File: config.mk
export PLATFORM = sky130hd
export DESIGN_NAME = eq_gain_ramp_flat
export DESIGN_NICKNAME = d
export VERILOG_FILES = /design/src/rtl/eq_pkg.sv /design/src/rtl/eq_gain_ramp_if.sv /design/src/rtl/sync_rise.sv /design/src/rtl/eq_gain_ramp.sv /design/src/flat_wrapper.sv
export SDC_FILE = /design/constraint.sdc
export NUM_CORES = 1
export LEC_CHECK = 0
export ABC_CLOCK_PERIOD_IN_PS = 5500
export BUFFER_PORTS_ARGS = -buffer_cell sky130_fd_sc_hd__buf_4
export CORE_MARGIN = 1
export CORE_UTILIZATION = 25
export DETAILED_ROUTE_END_ITERATION = 8
export GPL_TIMING_DRIVEN = 0
export PLACE_DENSITY = 0.54
export RECOVER_POWER = 100
export SYNTH_ARGS = -nofsm -noshare
export SYNTH_HDL_FRONTEND = slang
export SYNTH_SLANG_ARGS = --single-unit
File: constraint.sdc
create_clock -name clk -period 5.5 [get_ports clk]
set_input_delay 0.825 -clock clk [delete_from_list [all_inputs] [get_ports clk]]
set_output_delay 0.825 -clock clk [all_outputs]
set_load 0.03 [all_outputs]
File: src/rtl/eq_pkg.sv
// eq_pkg: shared constants, types and helpers for the EQ gain ramp block.
//   NBANDS/GW   - band count and per-band gain width (4 x 8 bits = one EQ word)
//   UNITY       - reset gain (0 dB)
//   MAX_GAIN    - ceiling applied to every captured target
//   ramp_state_t- controller states
package eq_pkg;

    localparam int unsigned NBANDS = 4;
    localparam int unsigned GW     = 8;

    localparam logic [GW-1:0] UNITY    = 8'h80;
    localparam logic [GW-1:0] MAX_GAIN = 8'hF0;

    typedef logic [GW-1:0]           gain_t;
    typedef gain_t [NBANDS-1:0]      gains_t;

    typedef enum logic [1:0] {
        IDLE,
        CAPTURE,
        RAMP
    } ramp_state_t;

    function automatic gain_t clamp_gain(input gain_t g);
        return (g > MAX_GAIN) ? MAX_GAIN : g;
    endfunction

endpackage

File: src/rtl/eq_gain_ramp_if.sv
// eq_gain_ramp_if: groups the EQ word input, tick and gain/status outputs.
//   master - producer side (drives done, eq_vals, sample_tick; observes status)
//   slave  - the gain ramp block itself
//   done        : eq_spi transfer-done level (sck domain)
//   eq_vals     : packed four-band EQ word, stable while done is high
//   sample_tick : one-clk pulse per audio sample
//   gain/target : live and latched gains, band b at [GW*b +: GW]
//   busy        : some band still ramping
//   clamped     : sticky, a captured band exceeded MAX_GAIN
//   upd_cnt     : number of captured words (wraps)
interface eq_gain_ramp_if;
    import eq_pkg::*;

    logic        done;
    logic [31:0] eq_vals;
    logic        sample_tick;
    gains_t      gain;
    gains_t      target;
    logic        busy;
    logic        clamped;
    logic [7:0]  upd_cnt;

    modport master (
        output done, eq_vals, sample_tick,
        input  gain, target, busy, clamped, upd_cnt
    );

    modport slave (
        input  done, eq_vals, sample_tick,
        output gain, target, busy, clamped, upd_cnt
    );

endinterface

File: src/rtl/sync_rise.sv
// sync_rise: two-flop synchroniser for an asynchronous level, followed by a
// rising-edge pulse generator.
//   clk, reset : clock and synchronous active-high reset
//   d          : asynchronous level input
//   rise       : one-cycle pulse when the synchronised level goes high after
//                having been low for at least two cycles
module sync_rise (
    input  logic clk,
    input  logic reset,
    input  logic d,
    output logic rise
);

    // [0],[1] synchroniser stages; [2],[3] history of the synchronised level
    logic [3:0] sync_q;
    logic [3:0] sync_d;

    always_comb begin
        sync_d = {sync_q[2:0], d};
    end

    always_ff @(posedge clk) begin
        if (reset) begin
            sync_q <= '0;
        end else begin
            sync_q <= sync_d;
        end
    end

    // Requiring two low history samples rejects a single-cycle dropout of done.
    assign rise = sync_q[1] & ~sync_q[2] & ~sync_q[3];

endmodule

File: src/rtl/eq_gain_ramp.sv
// eq_gain_ramp: captures the EQ word when eq_spi signals done, clamps the four
// band targets and slews each live gain toward its target by STEP every
// RAMP_DIV sample ticks to avoid zipper noise.
//   clk, reset : clock and synchronous active-high reset
//   bus        : eq_gain_ramp_if slave (done/eq_vals/sample_tick in,
//                gain/target/busy/clamped/upd_cnt out)
module eq_gain_ramp
    import eq_pkg::*;
#(
    parameter int unsigned RAMP_DIV = 48,
    parameter int unsigned STEP     = 1
) (
    input  logic          clk,
    input  logic          reset,
    eq_gain_ramp_if.slave bus
);

    localparam int unsigned PW = (RAMP_DIV > 1) ? $clog2(RAMP_DIV) : 1;
    localparam logic [PW-1:0] PRESC_LAST = PW'(RAMP_DIV - 1);
    localparam logic [GW:0]   STEP_W     = (GW + 1)'(STEP);

    ramp_state_t state_q, state_d;
    gains_t      gain_q, gain_d;
    gains_t      target_q, target_d;
    logic        busy_q, busy_d;
    logic        clamped_q, clamped_d;
    logic [7:0]  upd_cnt_q, upd_cnt_d;
    logic [PW-1:0] presc_q, presc_d;

    logic done_rise;

    sync_rise u_sync_rise (
        .clk   (clk),
        .reset (reset),
        .d     (bus.done),
        .rise  (done_rise)
    );

    gains_t              word_bands;
    gains_t              cap_target;
    gains_t              stepped;
    logic [NBANDS-1:0]   over;
    logic [NBANDS-1:0]   cap_diff;
    logic [NBANDS-1:0]   step_diff;

    assign word_bands = bus.eq_vals;

    for (genvar b = 0; b < NBANDS; b++) begin : g_band
        logic [GW:0] up_diff, dn_diff, up_amt, dn_amt;

        // GW+1-bit differences keep the step size free of wrap-around.
        assign up_diff = {1'b0, target_q[b]} - {1'b0, gain_q[b]};
        assign dn_diff = {1'b0, gain_q[b]} - {1'b0, target_q[b]};
        assign up_amt  = (up_diff < STEP_W) ? up_diff : STEP_W;
        assign dn_amt  = (dn_diff < STEP_W) ? dn_diff : STEP_W;

        assign stepped[b] = (target_q[b] > gain_q[b]) ? gain_q[b] + up_amt[GW-1:0] :
                            (target_q[b] < gain_q[b]) ? gain_q[b] - dn_amt[GW-1:0] :
                                                        gain_q[b];

        assign cap_target[b] = clamp_gain(word_bands[b]);
        assign over[b]       = word_bands[b] > MAX_GAIN;
        assign cap_diff[b]   = gain_q[b] != cap_target[b];
        assign step_diff[b]  = stepped[b] != target_q[b];
    end

    always_comb begin
        state_d   = state_q;
        gain_d    = gain_q;
        target_d  = target_q;
        busy_d    = busy_q;
        clamped_d = clamped_q;
        upd_cnt_d = upd_cnt_q;
        presc_d   = presc_q;

        unique case (state_q)
            IDLE: begin
                presc_d = '0;
                if (done_rise) begin
                    state_d = CAPTURE;
                end
            end
            CAPTURE: begin
                target_d  = cap_target;
                upd_cnt_d = upd_cnt_q + 8'd1;
                if (|over) begin
                    clamped_d = 1'b1;
                end
                busy_d  = |cap_diff;
                state_d = (|cap_diff) ? RAMP : IDLE;
            end
            RAMP: begin
                if (bus.sample_tick) begin
                    if (presc_q == PRESC_LAST) begin
                        presc_d = '0;
                        gain_d  = stepped;
                        if (!(|step_diff)) begin
                            state_d = IDLE;
                            busy_d  = 1'b0;
                        end
                    end else begin
                        presc_d = presc_q + 1'b1;
                    end
                end
                // A new word retargets mid-ramp; the prescaler keeps its phase.
                if (done_rise) begin
                    state_d = CAPTURE;
                end
            end
            default: begin
                state_d = IDLE;
            end
        endcase
    end

    always_ff @(posedge clk) begin
        if (reset) begin
            state_q   <= IDLE;
            gain_q    <= {NBANDS{UNITY}};
            target_q  <= {NBANDS{UNITY}};
            busy_q    <= 1'b0;
            clamped_q <= 1'b0;
            upd_cnt_q <= 8'd0;
            presc_q   <= '0;
        end else begin
            state_q   <= state_d;
            gain_q    <= gain_d;
            target_q  <= target_d;
            busy_q    <= busy_d;
            clamped_q <= clamped_d;
            upd_cnt_q <= upd_cnt_d;
            presc_q   <= presc_d;
        end
    end

    assign bus.gain    = gain_q;
    assign bus.target  = target_q;
    assign bus.busy    = busy_q;
    assign bus.clamped = clamped_q;
    assign bus.upd_cnt = upd_cnt_q;

endmodule

File: src/flat_wrapper.sv
// flat-port wrapper written by rule: the top's interface ports become plain ports
module eq_gain_ramp_flat import eq_pkg::*;
#(
    parameter int unsigned RAMP_DIV = 48,
    parameter int unsigned STEP     = 1
)
  (clk, reset, bus_done, bus_eq_vals, bus_sample_tick, bus_gain, bus_target, bus_busy, bus_clamped, bus_upd_cnt);
  eq_gain_ramp_if bus_i ();
  input  logic clk;
  input  logic reset;
  input wire logic [$bits(bus_i.done)-1:0] bus_done;
  input wire logic [$bits(bus_i.eq_vals)-1:0] bus_eq_vals;
  input wire logic [$bits(bus_i.sample_tick)-1:0] bus_sample_tick;
  output wire logic [$bits(bus_i.gain)-1:0] bus_gain;
  output wire logic [$bits(bus_i.target)-1:0] bus_target;
  output wire logic [$bits(bus_i.busy)-1:0] bus_busy;
  output wire logic [$bits(bus_i.clamped)-1:0] bus_clamped;
  output wire logic [$bits(bus_i.upd_cnt)-1:0] bus_upd_cnt;
  assign bus_i.done = bus_done;
  assign bus_i.eq_vals = bus_eq_vals;
  assign bus_i.sample_tick = bus_sample_tick;
  assign bus_gain = bus_i.gain;
  assign bus_target = bus_i.target;
  assign bus_busy = bus_i.busy;
  assign bus_clamped = bus_i.clamped;
  assign bus_upd_cnt = bus_i.upd_cnt;
  eq_gain_ramp #(.RAMP_DIV(RAMP_DIV), .STEP(STEP)) u_core (.clk(clk), .reset(reset), .bus(bus_i));
endmodule
==> results.txt, run 1 <==
After routing the design area is 14100 um2. In the synthesized netlist the dominant register cell turns out to be sky130_fd_sc_hd__dfxtp_1. The fill cell instance count of the final layout came out at 4935. The final critical-path required period came out at 5.35 ns. Global routing used 19.4% of the available tracks. Yosys printed 0 warnings.

The initial core utilization is 25.4%. At the pin with the least slew margin, the transition time is 0.971 ns. The largest net degree at the start of global routing is 18. The number of flops mapped to enable cells by yosys is 0. After synthesis, the cell types taking the most area are sky130_fd_sc_hd__dfxtp_1, sky130_fd_sc_hd__ha_1, sky130_fd_sc_hd__a21oi_1, sky130_fd_sc_hd__nand2_1, sky130_fd_sc_hd__xnor2_1.

Max-cap violations in this run came to 0. The number of buffers on the longest clock path is 2. The first global-routing pass estimated 70600 um of wire. The post-synthesis async set-or-reset flop share came out at 0%.

Summing all multi-input logic gate instances after layout gives 9600 um2. The number of antenna violations at the first check in global routing is 1. The met3 layer wire length in the routed design came out at 3100 um.

STA puts the critical path data required time at 5.75 ns. The worst hold path begins at u_core.u_sync_rise.sync_q[0]. The violation count after the first detailed-route iteration came out at 1218. The setup path with the least slack is of type reg2reg. The number of placed instances, taps included came out at 2307. STA classifies the critical path startpoint as a flip-flop. The synthesized instance count is 1545. Setup violations remaining at the end of the flow were counted as 0. The clock tree from TritonCTS is yes.

The mean post-synth cell area came out at 7.45 um2. The register bit count reported by yosys is 86. The power per cell area came out at 158 nW/um2. The TritonCTS buffer count came out at 9. The final HPWL from detailed placement came out at 37200 um. The top cell type by area accounts for 15.0% of the synthesized area. The cell area after synthesis came out at 11500 um2. The number of top-level design ports came out at 110. The sequential share of power is 28.9%. The tree is rooted in a sky130_fd_sc_hd__clkbuf_16.

The aggregate negative setup slack came out at 0 ns. The worst hold path terminates at u_core.u_sync_rise.sync_q[1]. The maximum frequency from static timing analysis is 0.187 GHz. The number of stages on the worst hold path is 1. The weighted congestion reported at the end of routability-driven placement came out at 0.978.

Registers take 1770 um2. The part of the Yosys area used for sequential elements is 15.0%. The detailed-routing wirelength on met1 came out at 20900 um. The CTS clock-pin slew for the worst setup and hold paths came out at 0.08 ns.

The count of pins over their slew limit is 0. The min-delay analysis places its worst path in the category reg2reg. The y dimension of the die is 217 um. The total core area is 45400 um2.

Leaving out fill and tap cells, the most frequent cell in the layout is sky130_fd_sc_hd__nand2_1. Measured along the x axis, the die boundary spans 217 um. The leakage dissipation is 5.90 nW. The final routed DRC violation total came out at 0. In this run the remaining antenna-violating nets after routing total 0. The number of detailed-routing iterations run before antenna repair is 6. The worst setup slack for register-to-register paths came out at 0.15 ns. The kind of end point of the critical path is a flip-flop. The startpoint identified for the worst register-to-register timing path is u_core.bus.target[19].

The part of the power in combinational logic is 40.2%. The filler-free cell count of the finished design came out at 2351. The top cell types in the final layout, fill and taps aside, are sky130_fd_sc_hd__nand2_1, sky130_fd_sc_hd__a21oi_1, sky130_fd_sc_hd__nor2_1. The final period utilization is 97.2%. The tightest slew margin relative to the limit is 35.3%. The via total after detailed routing is 12800. After detailed routing, the number of vias per cell comes to 5.44.

The flow ran to the end, and the final reports show no timing, DRC or antenna violations. The top layer reached by signal wires is met4. Internal power comes to 0.00134 W. Of the cells placed in the final design, the portion with a size suffix greater than 1 is 15.8%. After detailed routing, the average wire length per cell comes to 19.9 um. The via count of the first global-routing pass is 11900. The hold violation total from the final report is 0. The H-tree was split into 3 levels. Summed over all instances, the cell type with the most area after synthesis is sky130_fd_sc_hd__dfxtp_1. The total clock sinks is 86. The total congestion overflow after global routing is 0. For this design the total switching power over the nets is 0.000879 W. The worst endpoint data arrival time is 5.60 ns.

The clock latency on the worst-skew pair came out at 0.38 ns. The routed wire length on met2 came out at 21300 um. The number of placement rows is 78. In this run the worst path has a maximum fanout of 10. The final worst clock skew came out at 0.0156 ns. The hold buffer count at CTS is 0. The count of input and output buffers is 108. The clock share of power is 30.9%.

The net switching fraction of the power came out at 39.6%. The final cell utilization of the core came out at 31.0%. The placed instance area is 13300 um2.

The number of different library cells in the post-synthesis netlist is 96. The final wirelength came out at 46900 um. In the final design database the tool counted 1911 nets. The worst supply voltage drop on vdd is 116 uV. Counting cells, the worst reg-to-reg path comes to 21. The end of the worst register-to-register path is u_core.bus.busy. The layout-stage area growth over the synthesis result came out at 22.2%. The die area is 46900 um2.
[sequential cells by signal, indices dropped and copies added, names as in the netlist]
name	cells
u_core.bus.busy	1
u_core.bus.clamped	1
u_core.bus.gain	32
u_core.bus.target	32
u_core.bus.upd_cnt	8
u_core.presc_q	6
u_core.state_q	2
u_core.u_sync_rise.sync_q	4
[metrics by stage]
stage	hold WS (ns)	setup slack (ns)	power [W]
after global routing	0.463	-0.0339	0.00234
after CTS	0.450	0.000161	0.00218
after floorplan	0.414	0.0960	0.00120
after global placement	0.436	-0.654	0.00144
after detailed placement	0.433	-0.636	0.00144
final	0.444	0.153	0.00222
[repair_timing]
item | in CTS | in global routing
setup buffers | 12 | 17
pin swaps | 9 | 22
endpoints found under the setup margin | 2 | 2
resized for setup | 42 | 102
[layer usage]
metal  up-vias  GRT usage (%)
li1       6071              -
met5         -              0
met4         0           6.74
met3        83           3.44
met2       472           31.5
met1      6161           25.8
[power groups by stage]
stage,Combinational (W),Clock (W),Sequential [W]
CTS,0.000826,0.000706,0.000643
finish,0.000894,0.000686,0.000642
global route,0.000958,0.000734,0.000643
floorplan,0.000535,0,0.000663
global placement,0.000782,0,0.000658
detailed placement,0.000787,0,0.000658
[cell families after synthesis]
kind of cell	count (synthesis)	share of synthesized area (%)
mux	31	2.73
fa+ha+maj	130	15.2
simple gates	549	25.1
flops	86	15.0
xor+xnor	100	7.68
compound gates	482	28.5
other cells	2	0.0653
buf+inv	165	5.86
[cell type report]
class | count | share of cell area (%)
Clock buffer | 9 | 1.60
Tap cell | 600 | 5.34
Antenna cell | 1 | 0.0178
Sequential cell | 86 | 12.6
Inverter | 90 | 2.43
Multi-Input combinational cell | 1348 | 68.3
Buffer | 73 | 2.72
Clock inverter | 7 | 0.649
Timing Repair Buffer | 137 | 6.35
[worst max path at each step]
stage / startpoint / end / slack [ns] / cells past startpoint
after global routing: u_core.bus.target[24] / u_core.bus.busy / -0.03 / 21
final: u_core.bus.target[19] / u_core.bus.busy / 0.15 / 21
after floorplan: u_core.bus.target[24] / u_core.bus.busy / 0.1 / 21
after detailed placement: u_core.bus.target[8] / u_core.bus.busy / -0.64 / 22
after CTS: u_core.bus.target[8] / u_core.bus.busy / 0.0002 / 22
after global placement: u_core.bus.target[29] / u_core.bus.busy / -0.65 / 21
[synth_stat cells (17+ instances only)]
cell	number
sky130_fd_sc_hd__nor2_1	127
sky130_fd_sc_hd__nand2_1	134
sky130_fd_sc_hd__dfxtp_1	86
sky130_fd_sc_hd__a21o_1	39
sky130_fd_sc_hd__nor3_1	26
sky130_fd_sc_hd__inv_1	89
sky130_fd_sc_hd__xnor2_1	57
sky130_fd_sc_hd__nand4_1	31
sky130_fd_sc_hd__xor2_1	42
sky130_fd_sc_hd__ha_1	114
sky130_fd_sc_hd__buf_2	17
sky130_fd_sc_hd__clkbuf_1	46
sky130_fd_sc_hd__o211ai_1	19
sky130_fd_sc_hd__nor4_1	20
sky130_fd_sc_hd__mux2i_1	28
sky130_fd_sc_hd__a21oi_1	145
sky130_fd_sc_hd__o21ai_0	68
sky130_fd_sc_hd__a211oi_1	34
sky130_fd_sc_hd__o22ai_1	20
sky130_fd_sc_hd__nor2b_1	25
sky130_fd_sc_hd__nand2b_1	20
sky130_fd_sc_hd__nand3_1	50
sky130_fd_sc_hd__and3_1	17
[worst max-delay path, stage by stage (launching register included)]
cell,delay (ns)
sky130_fd_sc_hd__dfxtp_2,0.43
sky130_fd_sc_hd__inv_1,0.16
sky130_fd_sc_hd__ha_1,0.33
sky130_fd_sc_hd__clkbuf_4,0.19
sky130_fd_sc_hd__nor2b_1,0.19
sky130_fd_sc_hd__o21ai_0,0.15
sky130_fd_sc_hd__a2111oi_2,0.38
sky130_fd_sc_hd__o22ai_2,0.17
sky130_fd_sc_hd__nor2_2,0.21
sky130_fd_sc_hd__a21oi_1,0.12
sky130_fd_sc_hd__fa_1,0.44
sky130_fd_sc_hd__a211oi_2,0.30
sky130_fd_sc_hd__o22ai_1,0.12
sky130_fd_sc_hd__o22ai_1,0.24
sky130_fd_sc_hd__mux2i_1,0.16
sky130_fd_sc_hd__xnor2_1,0.21
sky130_fd_sc_hd__o311ai_1,0.15
sky130_fd_sc_hd__nor4_2,0.27
sky130_fd_sc_hd__nand4_1,0.10
sky130_fd_sc_hd__or4_4,0.47
sky130_fd_sc_hd__nor4_2,0.30
sky130_fd_sc_hd__o22ai_1,0.11
(Power assumes the default switching activity.)
==> run 2: changes to the inputs <==
--- a/config.mk
+++ b/config.mk
@@ -12,7 +12,6 @@
 export DETAILED_ROUTE_END_ITERATION = 8
 export GPL_TIMING_DRIVEN = 0
 export PLACE_DENSITY = 0.54
-export RECOVER_POWER = 100
 export SYNTH_ARGS = -nofsm -noshare
 export SYNTH_HDL_FRONTEND = slang
 export SYNTH_SLANG_ARGS = --single-unit
==> results.txt, run 2 (synthesized netlist as in run 1, its figures left out) <==
The flow ran to the end, and the final reports show no timing, DRC or antenna violations. The number of cells on the worst reg-to-reg path came out at 21. The number of antenna violations at the first check in global routing is 1. CTS saw 86 sinks. The TritonCTS buffer count is 9. The post-detailed-route via-to-cell ratio is 5.43. The layout-stage area growth over the synthesis result is 23.6%.

Leaving out fill and tap cells, the most frequent cells in the layout are sky130_fd_sc_hd__buf_4, sky130_fd_sc_hd__nand2_1, sky130_fd_sc_hd__a21oi_1. At the end of the flow, the number of nets in the layout was 1911. Clock latency on the worst-skew pair, taken at its later pin, is 0.38 ns. The type of the setup path with the least slack is reg2reg.

The number of placed instances, taps included is 2307. The CTS clock-pin slew for the worst setup and hold paths came out at 0.08 ns. The path category of the worst min-delay check is reg2reg. The aggregate negative setup slack is 0 ns. The final-layout worst hold slack is 0.449 ns. The floorplan has 78 rows. The detailed router placed 12800 vias in this run.

The weighted congestion reported at the end of routability-driven placement is 0.978. The fill cell instance count of the final layout is 4909. The number of stages on the worst hold path is 1. The library cell used most frequently in the layout, excluding fill and tap cells, is sky130_fd_sc_hd__buf_4. The leakage dissipation came out at 6.06 nW. The count of pins over their slew limit is 0. The worst hold path terminates at u_core.u_sync_rise.sync_q[1].

The worst hold path begins at u_core.u_sync_rise.sync_q[0]. The power spent charging and discharging nets came out at 0.000880 W. The worst supply voltage drop on vdd is 116 uV. The fraction of final layout cells with drive strength greater than 1 is 18.5%. In this run, the clock network consumes 30.8% of the power. The total core area came out at 45400 um2. The first global-routing pass estimated 70600 um of wire. The final wirelength came out at 46800 um.

The final worst clock skew is 0.0154 ns. After detailed placement, the total cell area comes to 13300 um2. The die is 217 um tall. The total congestion overflow after global routing came out at 0. CTS placed an instance of sky130_fd_sc_hd__clkbuf_16 at the clock tree root. Cell internal power was estimated by the tool at 0.00135 W. The hold violation total from the final report is 0. For this run, design rule violations remaining after detail routing come to 0. The cell area after layout is 14200 um2. The net switching fraction of the power came out at 39.5%. The largest net degree at the start of global routing is 18. For the finished layout, the period the worst path requires is 5.35 ns. The worst register-to-register path begins at u_core.bus.target[24]. The horizontal die dimension is 217 um.

The number of top-level design ports came out at 110. The post-route antenna net violation count is 0. The total routing usage reported by global routing came out at 19.4%. The initial core utilization came out at 25.4%. In the finished design, the share of the clock period the worst path needs comes to 97.3%. The die area is 46900 um2. The end of the worst register-to-register path is u_core.bus.busy. TritonCTS built the clock tree. The number of buffers on the longest clock path came out at 2. In this run, flip-flops and latches consume 28.8% of the power. Power spread over the standard cell area amounts to 157 nW/um2.

The final HPWL from detailed placement came out at 37200 um. For the worst setup path, the data required time is 5.75 ns. The via count of the first global-routing pass came out at 11900. The worst setup path is launched from a flip-flop.

At the pin with the least slew margin, the transition time is 1.02 ns. Before antenna repair, the detailed router went through 5 iterations. The worst endpoint data arrival time came out at 5.60 ns. The count of input and output buffers is 108. Timing would allow up to 0.187 GHz.

The tool flagged a number of max-cap violations equal to 0. The H-tree depth came out at 3. The detailed router finished its first iteration with 1164 violations. The highest fanout seen on the critical path is 6.

The worst setup slack for register-to-register paths is 0.15 ns. The part of the power in combinational logic is 40.4%. The final setup violation count is 0.

The routed length per placed instance is 19.9 um. The tightest slew margin relative to the limit came out at 31.8%. The filler-free cell count of the finished design came out at 2351. The worst setup path is captured at a flip-flop. The final cell utilization of the core came out at 31.3%.
[run 2: layout make-up]
| class | instances | area (um2) | area share [%] |
|---|---|---|---|
| timing repair buffer | 137 | 1030 | 7.23 |
| clock inverter | 7 | 91.3 | 0.642 |
| sequential | 86 | 1780 | 12.5 |
| antenna | 1 | 2.50 | 0.0176 |
| buffer | 73 | 383 | 2.69 |
| clock buffer | 9 | 225 | 1.58 |
| tap | 600 | 751 | 5.28 |
| inverter | 90 | 342 | 2.40 |
| multi-input combinational | 1348 | 9610 | 67.6 |
[run 2: through the flow]
step | total power [W] | setup WS (ns)
floorplan | 0.00120 | 0.0960
global placement | 0.00144 | -0.654
detailed placement | 0.00144 | -0.636
CTS | 0.00218 | 0.000161
global route | 0.00234 | -0.0339
finish | 0.00223 | 0.151
[run 2: worst max-delay path: stages (launching register included)]
cell,delay [ns]
sky130_fd_sc_hd__dfxtp_4,0.38
sky130_fd_sc_hd__inv_1,0.07
sky130_fd_sc_hd__ha_1,0.25
sky130_fd_sc_hd__fa_1,0.39
sky130_fd_sc_hd__and2b_2,0.27
sky130_fd_sc_hd__a2bb2oi_2,0.19
sky130_fd_sc_hd__a21oi_1,0.09
sky130_fd_sc_hd__or4_4,0.59
sky130_fd_sc_hd__nor3_4,0.15
sky130_fd_sc_hd__nor2_1,0.08
sky130_fd_sc_hd__fa_2,0.39
sky130_fd_sc_hd__a211oi_4,0.26
sky130_fd_sc_hd__o22ai_1,0.12
sky130_fd_sc_hd__o22ai_1,0.17
sky130_fd_sc_hd__mux2i_1,0.13
sky130_fd_sc_hd__xnor2_1,0.28
sky130_fd_sc_hd__nand4_1,0.15
sky130_fd_sc_hd__nor4_2,0.26
sky130_fd_sc_hd__nand4_1,0.10
sky130_fd_sc_hd__or4_4,0.47
sky130_fd_sc_hd__nor4_2,0.30
sky130_fd_sc_hd__o22ai_1,0.11
[run 2: how the worst max path moves through the flow]
stage | startpoint | endpoint | slack [ns] | cells after the start
2_1_floorplan | u_core.bus.target[24] | u_core.bus.busy | 0.1 | 21
3_3_place_gp | u_core.bus.target[29] | u_core.bus.busy | -0.65 | 21
3_5_place_dp | u_core.bus.target[8] | u_core.bus.busy | -0.64 | 22
4_1_cts | u_core.bus.target[8] | u_core.bus.busy | 0.0002 | 22
5_1_grt | u_core.bus.target[24] | u_core.bus.busy | -0.03 | 21
6_report | u_core.bus.target[24] | u_core.bus.busy | 0.15 | 21
[run 2: repair_timing]
item	CTS	global route
buffers inserted	12	17
cloned	0	0
endpoints found under the setup margin	2	2
resized for setup	42	102
hold buffers	0	0
pin swaps	9	22
[run 2: power by group through the flow]
stage	logic, W	registers [W]	clock network [W]
after detailed placement	0.000787	0.000658	0
after CTS	0.000826	0.000643	0.000706
final	0.000899	0.000642	0.000687
after global routing	0.000964	0.000643	0.000734
after floorplan	0.000535	0.000663	0
after global placement	0.000782	0.000658	0
[run 2: layer usage]
metal  track usage, %  share of wire (%)  vias to the layer above
met5                0                  0                        -
met2             31.5                 46                      468
met3             3.44                6.7                       87
li1                 -                  -                     6074
met4             6.74                3.4                        0
met1             25.8                 44                     6130
==> run 3: changes to the inputs <==
--- a/config.mk
+++ b/config.mk
@@ -14,4 +14,5 @@
 export PLACE_DENSITY = 0.54
 export SYNTH_ARGS = -nofsm -noshare
 export SYNTH_HDL_FRONTEND = slang
+export SYNTH_HIERARCHICAL = 1
 export SYNTH_SLANG_ARGS = --single-unit
==> results.txt, run 3 <==
The worst setup path is launched from a flip-flop. Among all flip-flop cells after synthesis, the most frequent one is sky130_fd_sc_hd__dfxtp_1. The H-tree was split into 3 levels. For the worst-skew pair, the clock arrives at the later sink with an insertion delay of 0.36 ns. Leaving out fill and tap cells, the most frequent cell in the layout is sky130_fd_sc_hd__buf_4. The post-detailed-route via-to-cell ratio came out at 5.41.

The via count of the first global-routing pass is 11500. The setup path with the least slack is of type reg2reg. The flow ran to the end, but the final reports show violations.

The worst endpoint data arrival time is 5.94 ns. The final routed DRC violation total came out at 0. The number of placement rows came out at 77.

CTS saw 86 sinks. The number of top-level design ports is 110. The final reports fail on negative setup slack. The final cell utilization of the core is 31.6%. The biggest area consumer among synthesized cells is sky130_fd_sc_hd__dfxtp_1. In the synthesized netlist, the cells that appear most often are sky130_fd_sc_hd__a21oi_1, sky130_fd_sc_hd__nor2_1, sky130_fd_sc_hd__nand2_1. The peak per-stage delay on the critical path came out at 0.62 ns. The total core area came out at 44300 um2. TritonCTS built the clock tree. In this run the worst hold path is classified as reg2reg. The number of diodes is 0. The register bit count reported by yosys is 86. Hold repair after CTS inserted 0 buffers. The largest net degree at the start of global routing is 17. Wires add up to 45900 um. In this run the remaining antenna-violating nets after routing total 0.

In this run, placement finished with an instance count of 2273. The first-pass GRT wire length came out at 69100 um. Leaving out fill and tap cells, the most frequent cells in the layout are sky130_fd_sc_hd__buf_4, sky130_fd_sc_hd__a21oi_1, sky130_fd_sc_hd__nor2_1. The number of max-cap violations came out at 0. The total congestion overflow after global routing came out at 0. By area the synthesized netlist is led by sky130_fd_sc_hd__dfxtp_1, sky130_fd_sc_hd__ha_1, sky130_fd_sc_hd__a21oi_1, sky130_fd_sc_hd__xnor2_1, sky130_fd_sc_hd__nor2_1.

Buffers placed on the I/O ports in this run total 109. The number of clock buffers added by TritonCTS is 9. The final worst clock skew came out at 0.0110 ns. The count of warnings emitted by yosys came out at 6.

Yosys instantiated no cell more often than sky130_fd_sc_hd__a21oi_1. The part of the Yosys area used for sequential elements came out at 15.3%. After the last flow step, the layout net total stands at 1894.

The die area came out at 45900 um2. After clock tree synthesis, the clock-pin slew on the worst setup and hold paths is 0.07 ns. Once detailed placement completed, the half-perimeter wirelength came to 35500 um. The final setup violation count is 2. For this design the ratio of total power to cell area is 153 nW/um2. The tightest slew margin relative to the limit came out at 31.6%. The total routing usage reported by global routing is 19.1%. The synthesized instance count is 1518. The hold violation total from the final report was 0.

The number of flops mapped to enable cells by yosys is 0. The final period utilization is 104%. The highest fanout seen on the critical path is 3. The number of antenna violations at the first check in global routing is 0. The mean post-synth cell area is 7.41 um2. The slowest stage of the critical path belongs to the cell sky130_fd_sc_hd__a222oi_1. In this run the biggest area consumer among cell types represents 15.3% of the synthesized area.

The weighted congestion reported at the end of routability-driven placement came out at 0.949. The horizontal die dimension came out at 214 um. For this run, asynchronously set or reset flops after synthesis account for 0%.

In this run the static leakage power is 5.92 nW. By instance count, the cell type seen most on the critical path is sky130_fd_sc_hd__a21oi_2. The number of different library cells in the post-synthesis netlist came out at 100.

The cell area after synthesis is 11300 um2. The routed length per placed instance came out at 19.7 um. The layout-stage area growth over the synthesis result is 24.5%. The via total after detailed routing came out at 12600. Setup slack on the critical path of the routed design comes to -0.220 ns. For the worst setup path, the data required time is 5.72 ns.

The maximum frequency from static timing analysis is 0.175 GHz. The violation count after the first detailed-route iteration is 1209. The y dimension of the die came out at 214 um. No sink is reached through more buffers than the 2 on the longest clock path. The initial utilization of the core area, before any placement, comes to 25.4%. Across the VDD grid, the largest voltage drop is 108 uV.

The fraction of final layout cells with drive strength greater than 1 came out at 17.5%. Walking the worst path, the cells encountered are inv_4, ha_4, nand3b_1, a21oi_2, mux2_4, a2111o_1, nor2_4, a21oi_2, fa_2, a211oi_2, nor2_1, and2_4, o311ai_4, a21oi_2, a222oi_1, o2111ai_1, or4_1, or4_4, nor4_4, a21oi_1. The count of pins over their slew limit is 0. The kind of end point of the critical path is a flip-flop. The final total power came out at 0.00214 W. The transition time at the pin with the least slew margin is 1.02 ns. Setup repair after global routing could not meet its margin everywhere. For the finished layout, the period the worst path requires is 5.72 ns. The setup slack after placement is -1.15 ns. Clock tree synthesis selected as its root buffer the cell sky130_fd_sc_hd__clkbuf_16. The filler-free cell count of the finished design is 2325. The number of detailed-routing iterations run before antenna repair is 6.
## run 3: cell types whose count changed in the layout (fill, tap and decap cells not counted), moves of 10 or more
cell,change
sky130_fd_sc_hd__dfxtp_4,+12
sky130_fd_sc_hd__xor2_1,-14
sky130_fd_sc_hd__inv_1,+11
sky130_fd_sc_hd__xnor2_1,+10
sky130_fd_sc_hd__a21o_1,-14
sky130_fd_sc_hd__dfxtp_2,-21
## run 3: cell families (layout without fill, tap and decap cells)
group | count (synthesis) | after routing | synth area share, %
AND/OR/NAND/NOR | 528 | 528 | 23.8
buffers and inverters | 173 | 334 | 6.32
other | 2 | 56 | 0.0668
flip-flops | 86 | 86 | 15.3
XOR/XNOR | 94 | 94 | 7.38
multiplexers | 26 | 26 | 2.37
adder cells (fa/ha/maj) | 130 | 130 | 15.5
AO/OA/AOI/OAI | 479 | 479 | 29.2
## run 3: timing repair
action	in CTS	in global routing
setup endpoints to repair	2	2
pin swaps	27	18
gates cloned	0	0
gates resized for setup	100	35
setup buffers	31	6
## run 3: per-stage QoR
stage | hold WS, ns | instance area, um2 | TNS, ns
after floorplan | 0.414 | 11500 | 0
after global placement | 0.451 | 13000 | -2.44
after detailed placement | 0.448 | 13000 | -2.29
after CTS | 0.462 | 13900 | -0.218
after global routing | 0.485 | 14000 | -0.604
final | 0.462 | 14000 | -0.395
## run 3: cell type report
cell class | count | area [um2]
inverters | 102 | 388
clock inverters | 7 | 82.6
fillers | 4840 | 30300
multi-input cells | 1313 | 9290
well taps | 592 | 741
clock buffers | 9 | 225
flip-flops and latches | 86 | 1800
repair buffers | 146 | 1100
plain buffers | 70 | 374
## run 3: worst max-delay path, delay by kind of cell, from the launching register on
family / cells / cell delay, ns
flip-flops: 1 / 0.40
adder cells (fa/ha/maj): 2 / 0.62
multiplexers: 1 / 0.31
AO/OA/AOI/OAI: 9 / 2.29
AND/OR/NAND/NOR: 7 / 1.91
buffers and inverters: 1 / 0.05
## run 3: report_power, final
group	internal [W]	total (W)	switching, W
Combinational	0.000325	0.000847	0.000522
Sequential	0.000622	0.000636	0.0000140
Clock	0.000360	0.000657	0.000297
Total	0.00131	0.00214	0.000833
## run 3: routing by layer
layer / vias up / share of wire, % / GRT usage [%]
met5: - / 0 / 0
met4: 0 / 1.5 / 4.21
met3: 38 / 6.9 / 2.70
met2: 528 / 46 / 31.7
met1: 6043 / 45 / 26.2
li1: 5959 / - / -
## run 3: final timing paths
kind / end / cells after the start / slack [ns] / from
worst min-delay path: u_core/u_sync_rise/sync_q[1] / 1 / 0.46 / u_core/u_sync_rise/sync_q[0]
worst min register to register: u_core/u_sync_rise/sync_q[1] / 1 / 0.46 / u_core/u_sync_rise/sync_q[0]
worst max-delay path: u_core/bus.busy / 20 / -0.22 / u_core/bus.gain[1]
worst max register to register: u_core/bus.busy / 20 / -0.22 / u_core/bus.gain[1]
